[config.mk]
export PLATFORM = sky130hd
export DESIGN_NAME = flash_page_prog_ctrl_flat
export DESIGN_NICKNAME = d
export VERILOG_FILES = /design/src/rtl/flash_pkg.sv /design/src/rtl/flash_page_prog_ctrl_if.sv /design/src/rtl/flash_cs_gap_timer.sv /design/src/rtl/flash_page_prog_ctrl.sv /design/src/flat_wrapper.sv
export SDC_FILE = /design/constraint.sdc
export NUM_CORES = 1
export LEC_CHECK = 0
export CELL_PAD_IN_SITES_DETAIL_PLACEMENT = 1
export CELL_PAD_IN_SITES_GLOBAL_PLACEMENT = 2
export CORE_MARGIN = 1.5
export CORE_UTILIZATION = 41
export DETAILED_ROUTE_END_ITERATION = 6
export DONT_BUFFER_PORTS = 1
export PLACE_DENSITY = 0.86
export SYNTH_ARGS = -nofsm -noshare
export SYNTH_HDL_FRONTEND = slang
export SYNTH_SLANG_ARGS = --single-unit
[constraint.sdc]
create_clock -name clk -period 8.49 [get_ports clk]
set_clock_uncertainty 0.2 [all_clocks]
set_input_delay 1.698 -clock clk [delete_from_list [all_inputs] [get_ports clk]]
set_output_delay 1.698 -clock clk [all_outputs]
set_load 0.005 [all_outputs]
[src/rtl/flash_pkg.sv]
// Shared definitions for the flash macro executors: macro codes, opcodes,
// default geometry/timing and the page-program state encoding.
package flash_pkg;

    localparam logic [3:0] MACRO_FLASH_WR_PG = 4'hC;

    localparam logic [7:0] CMD_WREN  = 8'h06;
    localparam logic [7:0] CMD_PP    = 8'h02;
    localparam logic [7:0] CMD_RDSR  = 8'h05;
    localparam logic [7:0] CMD_DUMMY = 8'h00;

    localparam int unsigned PG_BYTES     = 256;
    localparam int unsigned CS_GAP_CYC   = 4;
    localparam logic [31:0] POLL_TIMEOUT = 32'd50_000_000;

    typedef enum logic [3:0] {
        ST_IDLE,
        ST_WREN_CS,
        ST_WREN_XFER,
        ST_WREN_END,
        ST_PP_HDR,
        ST_PP_DATA,
        ST_PP_END,
        ST_POLL,
        ST_POLL_END,
        ST_DONE
    } flash_state_e;

    // Page-program header: opcode followed by the 24-bit address, MSB first.
    function automatic logic [7:0] pp_hdr_byte(input logic [1:0] idx, input logic [23:0] addr);
        case (idx)
            2'd0:    return CMD_PP;
            2'd1:    return addr[23:16];
            2'd2:    return addr[15:8];
            default: return addr[7:0];
        endcase
    endfunction

endpackage

[src/rtl/flash_page_prog_ctrl_if.sv]
// Programming-FIFO and QSPI byte-shifter signals seen by the page-program controller.
interface flash_page_prog_ctrl_if;
    logic [7:0] fifo_dout;
    logic       fifo_empty;
    logic       fifo_rd_en;
    logic       spi_cs_n;
    logic [7:0] spi_tx_byte;
    logic       spi_go;
    logic       spi_done;
    logic [7:0] spi_rx_byte;

    modport master (
        input  fifo_dout, fifo_empty, spi_done, spi_rx_byte,
        output fifo_rd_en, spi_cs_n, spi_tx_byte, spi_go
    );

    modport slave (
        output fifo_dout, fifo_empty, spi_done, spi_rx_byte,
        input  fifo_rd_en, spi_cs_n, spi_tx_byte, spi_go
    );
endinterface

[src/rtl/flash_cs_gap_timer.sv]
// Chip-select deselect timer: load starts a GAP_CYC-cycle window, expired
// is high in the last cycle of that window and stays high until the next load.
module flash_cs_gap_timer
    import flash_pkg::*;
#(
    parameter int unsigned GAP_CYC = CS_GAP_CYC
) (
    input  logic clk,
    input  logic rst_n,
    input  logic load,
    output logic expired
);

    localparam int unsigned W = $clog2(GAP_CYC + 1);

    logic [W-1:0] cnt_reg;

    always_ff @(posedge clk or negedge rst_n) begin
        if (!rst_n) begin
            cnt_reg <= '0;
        end else if (load) begin
            cnt_reg <= W'(GAP_CYC - 1);
        end else if (cnt_reg != '0) begin
            cnt_reg <= cnt_reg - 1'b1;
        end
    end

    assign expired = (cnt_reg == '0);

endmodule

[src/rtl/flash_page_prog_ctrl.sv]
// FlashWrPg macro executor: WREN, page program from the programming FIFO,
// then RDSR polling until WIP clears or the poll budget runs out.
module flash_page_prog_ctrl #(
    parameter int unsigned PG_BYTES     = flash_pkg::PG_BYTES,
    parameter int unsigned CS_GAP_CYC   = flash_pkg::CS_GAP_CYC,
    parameter logic [31:0] POLL_TIMEOUT = flash_pkg::POLL_TIMEOUT
) (
    input  logic        clk,
    input  logic        rst_n,
    input  logic [3:0]  macro_states,
    input  logic        macro_states_valid,
    input  logic [31:0] addr_reg,
    output logic        flash_macro_states_done,
    output logic        flash_err,
    output logic        busy,
    flash_page_prog_ctrl_if.master bus
);

    import flash_pkg::*;

    flash_state_e state_reg, state_next;
    logic [8:0]   byte_cnt_reg, byte_cnt_next;
    logic [31:0]  poll_cnt_reg, poll_cnt_next;
    logic [23:0]  addr_lat_reg, addr_lat_next;
    logic         pend_reg, pend_next;
    logic         wip_reg, wip_next;
    logic         err_reg, err_next;
    logic         gap_load;
    logic         gap_expired;
    logic         xfer_done;
    logic         unused_ok;

    assign unused_ok = ^{addr_reg[31:24], bus.spi_rx_byte[7:1]};

    // A shifter completion only counts while this block has a byte in flight.
    assign xfer_done = pend_reg && bus.spi_done;

    flash_cs_gap_timer #(.GAP_CYC(CS_GAP_CYC)) u_gap_timer (
        .clk     (clk),
        .rst_n   (rst_n),
        .load    (gap_load),
        .expired (gap_expired)
    );

    always_ff @(posedge clk or negedge rst_n) begin
        if (!rst_n) begin
            state_reg    <= ST_IDLE;
            byte_cnt_reg <= '0;
            poll_cnt_reg <= '0;
            addr_lat_reg <= '0;
            pend_reg     <= 1'b0;
            wip_reg      <= 1'b0;
            err_reg      <= 1'b0;
        end else begin
            state_reg    <= state_next;
            byte_cnt_reg <= byte_cnt_next;
            poll_cnt_reg <= poll_cnt_next;
            addr_lat_reg <= addr_lat_next;
            pend_reg     <= pend_next;
            wip_reg      <= wip_next;
            err_reg      <= err_next;
        end
    end

    always_comb begin
        state_next              = state_reg;
        byte_cnt_next           = byte_cnt_reg;
        poll_cnt_next           = poll_cnt_reg;
        addr_lat_next           = addr_lat_reg;
        pend_next               = pend_reg;
        wip_next                = wip_reg;
        err_next                = err_reg;
        gap_load                = 1'b0;
        bus.spi_cs_n            = 1'b1;
        bus.spi_go              = 1'b0;
        bus.spi_tx_byte         = 8'h00;
        bus.fifo_rd_en          = 1'b0;
        flash_macro_states_done = 1'b0;

        case (state_reg)
            ST_IDLE: begin
                if (macro_states_valid && macro_states == MACRO_FLASH_WR_PG) begin
                    addr_lat_next = addr_reg[23:0];
                    err_next      = 1'b0;
                    poll_cnt_next = '0;
                    byte_cnt_next = '0;
                    state_next    = ST_WREN_CS;
                end
            end
            ST_WREN_CS: begin
                bus.spi_cs_n = 1'b0;
                state_next   = ST_WREN_XFER;
            end
            ST_WREN_XFER: begin
                bus.spi_cs_n    = 1'b0;
                bus.spi_tx_byte = CMD_WREN;
                if (!pend_reg) begin
                    bus.spi_go = 1'b1;
                    pend_next  = 1'b1;
                end else if (xfer_done) begin
                    pend_next  = 1'b0;
                    gap_load   = 1'b1;
                    state_next = ST_WREN_END;
                end
            end
            ST_WREN_END: begin
                if (gap_expired) state_next = ST_PP_HDR;
            end
            ST_PP_HDR: begin
                bus.spi_cs_n    = 1'b0;
                bus.spi_tx_byte = pp_hdr_byte(byte_cnt_reg[1:0], addr_lat_reg);
                if (!pend_reg) begin
                    bus.spi_go = 1'b1;
                    pend_next  = 1'b1;
                end else if (xfer_done) begin
                    pend_next = 1'b0;
                    if (byte_cnt_reg == 9'd3) begin
                        byte_cnt_next = '0;
                        state_next    = ST_PP_DATA;
                    end else begin
                        byte_cnt_next = byte_cnt_reg + 9'd1;
                    end
                end
            end
            ST_PP_DATA: begin
                // An empty FIFO simply holds here with CS still asserted.
                bus.spi_cs_n    = 1'b0;
                bus.spi_tx_byte = bus.fifo_dout;
                if (!pend_reg && !bus.fifo_empty) begin
                    bus.spi_go     = 1'b1;
                    bus.fifo_rd_en = 1'b1;
                    pend_next      = 1'b1;
                end else if (xfer_done) begin
                    pend_next = 1'b0;
                    if (byte_cnt_reg == 9'(PG_BYTES - 1)) begin
                        byte_cnt_next = '0;
                        gap_load      = 1'b1;
                        state_next    = ST_PP_END;
                    end else begin
                        byte_cnt_next = byte_cnt_reg + 9'd1;
                    end
                end
            end
            ST_PP_END: begin
                if (gap_expired) state_next = ST_POLL;
            end
            ST_POLL: begin
                bus.spi_cs_n    = 1'b0;
                bus.spi_tx_byte = byte_cnt_reg[0] ? CMD_DUMMY : CMD_RDSR;
                if (!pend_reg) begin
                    bus.spi_go = 1'b1;
                    pend_next  = 1'b1;
                end else if (xfer_done) begin
                    pend_next = 1'b0;
                    if (byte_cnt_reg[0]) begin
                        wip_next      = bus.spi_rx_byte[0];
                        byte_cnt_next = '0;
                        gap_load      = 1'b1;
                        state_next    = ST_POLL_END;
                    end else begin
                        byte_cnt_next = 9'd1;
                    end
                end
            end
            ST_POLL_END: begin
                if (gap_expired) begin
                    if (!wip_reg) begin
                        state_next = ST_DONE;
                    end else if (poll_cnt_reg == POLL_TIMEOUT - 32'd1) begin
                        err_next   = 1'b1;
                        state_next = ST_DONE;
                    end else begin
                        poll_cnt_next = poll_cnt_reg + 32'd1;
                        state_next    = ST_POLL;
                    end
                end
            end
            ST_DONE: begin
                flash_macro_states_done = 1'b1;
                state_next              = ST_IDLE;
            end
            default: state_next = ST_IDLE;
        endcase
    end

    assign busy      = (state_reg != ST_IDLE) && (state_reg != ST_DONE);
    assign flash_err = err_reg;

endmodule

[src/flat_wrapper.sv]
// flat-port wrapper written by rule: the top's interface ports become plain ports
module flash_page_prog_ctrl_flat import flash_pkg::*;
#(
    parameter int unsigned PG_BYTES     = flash_pkg::PG_BYTES,
    parameter int unsigned CS_GAP_CYC   = flash_pkg::CS_GAP_CYC,
    parameter logic [31:0] POLL_TIMEOUT = flash_pkg::POLL_TIMEOUT
)
  (clk, rst_n, macro_states, macro_states_valid, addr_reg, flash_macro_states_done, flash_err, busy, bus_fifo_dout, bus_fifo_empty, bus_spi_done, bus_spi_rx_byte, bus_fifo_rd_en, bus_spi_cs_n, bus_spi_tx_byte, bus_spi_go);
  flash_page_prog_ctrl_if bus_i ();
  input  logic clk;
  input  logic rst_n;
  input  logic [3:0] macro_states;
  input  logic macro_states_valid;
  input  logic [31:0] addr_reg;
  output logic flash_macro_states_done;
  output logic flash_err;
  output logic busy;
  input wire logic [$bits(bus_i.fifo_dout)-1:0] bus_fifo_dout;
  input wire logic [$bits(bus_i.fifo_empty)-1:0] bus_fifo_empty;
  input wire logic [$bits(bus_i.spi_done)-1:0] bus_spi_done;
  input wire logic [$bits(bus_i.spi_rx_byte)-1:0] bus_spi_rx_byte;
  output wire logic [$bits(bus_i.fifo_rd_en)-1:0] bus_fifo_rd_en;
  output wire logic [$bits(bus_i.spi_cs_n)-1:0] bus_spi_cs_n;
  output wire logic [$bits(bus_i.spi_tx_byte)-1:0] bus_spi_tx_byte;
  output wire logic [$bits(bus_i.spi_go)-1:0] bus_spi_go;
  assign bus_i.fifo_dout = bus_fifo_dout;
  assign bus_i.fifo_empty = bus_fifo_empty;
  assign bus_i.spi_done = bus_spi_done;
  assign bus_i.spi_rx_byte = bus_spi_rx_byte;
  assign bus_fifo_rd_en = bus_i.fifo_rd_en;
  assign bus_spi_cs_n = bus_i.spi_cs_n;
  assign bus_spi_tx_byte = bus_i.spi_tx_byte;
  assign bus_spi_go = bus_i.spi_go;
  flash_page_prog_ctrl #(.PG_BYTES(PG_BYTES), .CS_GAP_CYC(CS_GAP_CYC), .POLL_TIMEOUT(POLL_TIMEOUT)) u_core (.clk(clk), .rst_n(rst_n), .macro_states(macro_states), .macro_states_valid(macro_states_valid), .addr_reg(addr_reg), .flash_macro_states_done(flash_macro_states_done), .flash_err(flash_err), .busy(busy), .bus(bus_i));
endmodule
# After elaboration in Yosys (flattened, before gate mapping)
# Index checks and enable logic that the tools add are counted.
[classes]
n_addsub = 3
muxes = 64
n_eq_ne = 35
n_reduce_logical = 24
[ops]
columns = ["operator", "n"]
rows = [
  ["$mux W32", 4],
  ["$mux W9", 9],
  ["$mux W4", 17],
  ["$pmux W32 S2", 1],
  ["$pmux W4 S9", 1],
  ["$pmux W9 S4", 1],
  ["$add A32 B1 Y32 const B", 1],
  ["$eq A32 B26 Y1 const B", 1],
  ["$ne A2 B1 Y1 const B", 16],
  ["$pmux W8 S4", 1],
  ["$pmux W8 S3", 1],
  ["$mux W1", 22],
  ["$eq A4 B3 Y1 const B", 4],
  ["$reduce_and A15 Y1", 1],
  ["$eq A4 B4 Y1 const B", 3],
  ["$reduce_and A5 Y1", 2],
  ["$add A9 B1 Y9 const B", 1],
  ["$eq A9 B2 Y1 const B", 1],
  ["$eq A9 B8 Y1 const B", 1],
  ["$mux W3", 3],
  ["$eq A4 B2 Y1 const B", 2],
  ["$reduce_and A8 Y1", 1],
  ["$reduce_bool A4 Y1", 2],
  ["$pmux W1 S2", 3],
  ["other kinds (19)", 27],
]
[totals]
word_cells = 134
output_inout_bits = 14
input_bits = 57
register_bits = 75

# Depth between registers and ports, before layout
[logic_depth]
depth_word = 6
depth_mapped = 10
ltp_nobuf = 10

# Cells and area by module
# From an unflattened synthesis, not the netlist that was laid out.
[unflattened]
cells_unflattened = 542
area_unflattened_um2 = 4575.6
[by_module_without_submodules]
columns = ["mod", "cells_per_inst", "area_each_um2", "instances", "seq_area_each_um2"]
rows = [
  ["flash_page_prog_ctrl", 525, 4396.7, 1, 1801.7],
  ["flash_cs_gap_timer", 17, 178.9, 1, 75.1],
]

# Worst setup path before layout
# No wires, ideal clock.
[synth_timing]
path_kind = "input-to-output"
from = "input port bus_fifo_dout[2]"
to = "output port bus_spi_tx_byte[2]"
path_stages = 5
t_arrival_ps = 2216
slack_ps = 4376
required_time_ps = 6592
path_buffers = 0
cell_sequence = "nor2b_1 -> o21ai_0 -> o41ai_1 -> a21oi_1 -> nor2_1"
[synth_between]
elab_chain_cells = 1
[synth_rtl]
columns = ["item", "line", "rtl"]
rows = [
  ["start, declared", "flat_wrapper.sv:18", "input wire logic [$bits(bus_i.fifo_dout)-1:0] bus_fifo_dout;"],
  ["$pmux W8 S4", "flash_page_prog_ctrl.sv:80", "case (state_reg)"],
  ["end, declared", "flat_wrapper.sv:24", "output wire logic [$bits(bus_i.spi_tx_byte)-1:0] bus_spi_tx_byte;"],
]
# No other way between the ends.

# Worst setup path after layout
[layout_timing]
from = "register u_core.byte_cnt_reg[0]"
to = "output port bus_spi_tx_byte[2]"
[layout_between]
elab_chain_cells = 3
word_cells_on_any_way = 6
cone_classes = "2 x eq/ne; 3 x mux; 1 x reduce/logical"
[layout_rtl]
columns = ["item", "line", "rtl"]
rows = [
  ["start, declared", "flash_page_prog_ctrl.sv:22", "logic [8:0] byte_cnt_reg, byte_cnt_next;"],
  ["start signal, assigned", "flash_page_prog_ctrl.sv:56", "byte_cnt_reg <= byte_cnt_next;"],
  ["$eq A2 B2 Y1, or another cell as far along", "flash_pkg.sv:31", "case (idx)"],
  ["$pmux W8 S3", "flash_pkg.sv:31", ""],
  ["$pmux W8 S4 *", "flash_page_prog_ctrl.sv:80", ""],
]
# Every way passes the cells marked *; elsewhere a longest branch is shown, timed or not.

==> impl_summary.log <==
[metrics] global-route wire length before repair: 24.52 mm
[metrics] quantity of hold-fixing buffers added after cts: 0
[metrics] die area: 12360 µm²
[metrics] endpoint required time on the critical path: 6.59 ns
[metrics] cell-internal power: 0.9061 mW
[metrics] commonest cells after routing, fill and taps aside: 115 x sky130_fd_sc_hd__nand2_1, 75 x sky130_fd_sc_hd__dfrtp_1, 34 x sky130_fd_sc_hd__o21ai_0
[metrics] Crit Path Category: register to primary output
[metrics] net count after synthesis: 643
[metrics] post-route design area: 5157 µm²
[metrics] number of primary I/O pins: 71
[metrics] Clock Tree Buf Depth: 2
[metrics] upper clock frequency limit: 0.2252 GHz
[metrics] average size of a mapped cell: 8.330 µm²
[metrics] max FFs per register: 32
[metrics] # port buffers: 0
[metrics] CTS buffer count: 9
[metrics] Hold Path Sink: u_core.addr_lat_reg[0]
[metrics] average via count per standard cell: 6.299
[metrics] Seq cells post-synth: 75
[metrics] antenna fix cells: 0
[metrics] startpoint of the most critical hold path: u_core.addr_lat_reg[0]
[metrics] Comb power frac: 27.9%
[metrics] fraction of final layout cells with drive strength greater than 1: 8.766%
[metrics] overflow left after global routing: 0
[metrics] run status: completed
[metrics] total detailed-routing wirelength: 14.58 mm
[metrics] H-Tree Depth: 3
[metrics] maximum vdd drop: 146.8 µV
[metrics] pins over their slew limit: 0
[metrics] global router's overall resource usage: 24.85%
[metrics] final standard cell utilization of the core: 45.17%
[metrics] hold depth: 2
[metrics] die outline height: 111.2 µm
[metrics] number of clock sinks seen by CTS: 75
[metrics] Clock power frac: 28.6%
[metrics] fraction of the yosys area taken by sequential cells: 39.11%
[metrics] max capacitance violation total: 0
[metrics] Final setup viols: 0
[metrics] number of instances resized during post-cts repair: 0
[metrics] cell at the root of the clock tree: sky130_fd_sc_hd__clkbuf_16
[metrics] reg-to-reg critical path endpoint: u_core.wip_reg
[metrics] post-CTS repair timing setup buffer count: 0
[metrics] proportion of power drawn by flip-flops and latches: 43.5%
[metrics] row count: 39
[metrics] power per standard cell area: 289.6 nW/µm²
[metrics] final period utilization: 52.30%
[metrics] DIE WIDTH: 111.2 µm
[metrics] reported leakage power: 2.081 nW
[metrics] fraction of synthesis flops using an asynchronous set or reset pin: 100.0%
[metrics] number of enable-type register cells in the synthesized netlist: 0
[metrics] number of antenna violations at the first check in global routing: 0
[metrics] relative max-transition margin: 22.46%
[metrics] Hold Violations, Final: 0
[metrics] Worst setup SP type: register
[metrics] count of yosys warnings during synthesis: 0
[metrics] arrival time at the worst endpoint: 2.54 ns
[metrics] minimum clock period: 4.440 ns
[metrics] number of detailed-routing iterations run before antenna repair: 4
[metrics] number of global-route vias before repair: 4655
[metrics] RSZ-0062 raised after global routing: no
[metrics] Cells after DPL: 686
[metrics] worst slack after detailed placement: 4.229 ns
[metrics] cell accounting for the most synthesized area: sky130_fd_sc_hd__dfrtp_1
[metrics] netlist area before placement: 4798 µm²
[metrics] Routability Congestion: 0.8296
[metrics] nets@finish: 621
[metrics] clock slew at reported path FFs: 0.06 ns
[metrics] half-perimeter wire length after detailed placement: 9.774 mm
[metrics] power consumption: 1.494 mW
[metrics] Max Fanout on Critical Path: 21
[metrics] startpoint of the worst-slack reg-to-reg timing path: u_core.byte_cnt_reg[0]
[metrics] Area growth syn-to-layout: 7.484%
[metrics] number of instances in the synthesized netlist: 576
[metrics] total DRC errors in the routed layout: 0
[metrics] commonest non-fill, non-tap cell in the layout: sky130_fd_sc_hd__nand2_1
[metrics] Post-Place Cell Area: 4833 µm²
[metrics] slack of the critical path: 4.050 ns
[metrics] share of Yosys cell area claimed by the top area cell type: 39.11%
[metrics] starting utilization of the core area: 42.02%
[metrics] number of distinct standard cells referenced by the synthesized netlist: 73
[metrics] placeable core area: 11420 µm²
[metrics] maximum number of pins on one net before global-route repair: 76
[metrics] accumulated negative setup slack: 0 ns
[metrics] detail-routed net length per standard cell: 20.77 µm
[metrics] Worst Tran Pin Value: 1.163 ns
[metrics] Post-Layout Cell Count: 702
[metrics] cell types with the largest area share after synthesis: sky130_fd_sc_hd__dfrtp_1 39%, sky130_fd_sc_hd__nand2_1 9.0%, sky130_fd_sc_hd__o21ai_0 3.5%
[metrics] remaining antenna violation count after routing: 0
[metrics] Worst Hold Slack: 0.2781 ns
[metrics] clock latency at the later pin of the worst-skew pair: 0.35 ns
[metrics] category of the worst setup path capture point: primary output
[metrics] worst hold-check path type: register to register
[metrics] worst reg-to-reg setup slack: 4.70 ns
[metrics] TritonCTS clock tree: yes
[metrics] Worst Reg2Reg Path Length in Cells: 10
[metrics] iteration-0 DRC count of the detailed router: 269
[metrics] commonest register cell after synthesis: sky130_fd_sc_hd__dfrtp_1
[metrics] net switching power: 0.5876 mW
[metrics] switching share of total power: 39.34%
[metrics] Vias: 4422
==> logic make-up (layout without fill, tap and decap cells) <==
kind of cell               after synthesis  count (layout)  share of synthesized area [%]
and+or+nand+nor                        281             281                          30.40
xor gates and xnor gates                 3               3                         0.5477
buffers and inverters                   54              37                          5.267
muxes                                    4               4                         0.8866
DFF                                     75              75                          39.11
AOI/OAI and AO/OA                      149             149                          21.17
adders and majority gates               10              10                          2.608
==> cells in the mapped netlist (all sizes together) (12+ instances only) <==
master / number
nor3: 14
o21ai: 36
a31oi: 25
inv: 17
nand4: 13
nand3: 23
a21oi: 26
clkbuf: 33
or4: 13
nor2: 31
nor4: 12
dfrtp: 75
nand2: 115
==> worst max-delay path by stage <==
stage,slack [ns],end,start,depth (start not counted)
floorplan,4.38,bus_spi_tx_byte[2],bus_fifo_dout[2],5
global placement,4.24,bus_spi_tx_byte[2],bus_fifo_dout[2],5
detailed placement,4.23,bus_spi_tx_byte[2],bus_fifo_dout[2],5
CTS,4.11,bus_spi_tx_byte[2],u_core.byte_cnt_reg[0],5
global route,3.83,bus_spi_tx_byte[2],u_core.byte_cnt_reg[0],5
finish,4.05,bus_spi_tx_byte[2],u_core.byte_cnt_reg[0],5
==> critical path: stages, from the launching register on <==
cell and delay [ns]:
sky130_fd_sc_hd__dfrtp_1 0.52, sky130_fd_sc_hd__ha_1 0.68, sky130_fd_sc_hd__a221oi_1 0.18, sky130_fd_sc_hd__o41ai_1 0.51, sky130_fd_sc_hd__a21oi_1 0.15, sky130_fd_sc_hd__nor2_1 0.16
==> power by group through the flow <==
stage	combinational [mW]	sequential, mW	clock, mW
2_1_floorplan	0.372	0.566	0
3_3_place_gp	0.395	0.639	0
3_5_place_dp	0.416	0.649	0
4_1_cts	0.419	0.644	0.435
5_1_grt	0.479	0.673	0.449
6_report	0.417	0.650	0.427
==> per-layer routing <==
layer	vias to the layer above	track usage (%)	routed length [µm]
met3	17	3.882	518
met2	90	40.29	6871
met1	2226	34.32	6966
met5	-	0	0
li1	2089	-	-
met4	0	7.511	224
==> layout make-up <==
class,instances,area [µm²]
Clock inverter,7,98.84
Sequential cell,75,1877
Multi-Input combinational cell,447,2684
Clock buffer,9,225.2
Fill cell,1367,6261
Tap cell,143,178.9
Inverter,17,63.81
Timing Repair Buffer,4,30.03
(Power assumes the default switching activity.)
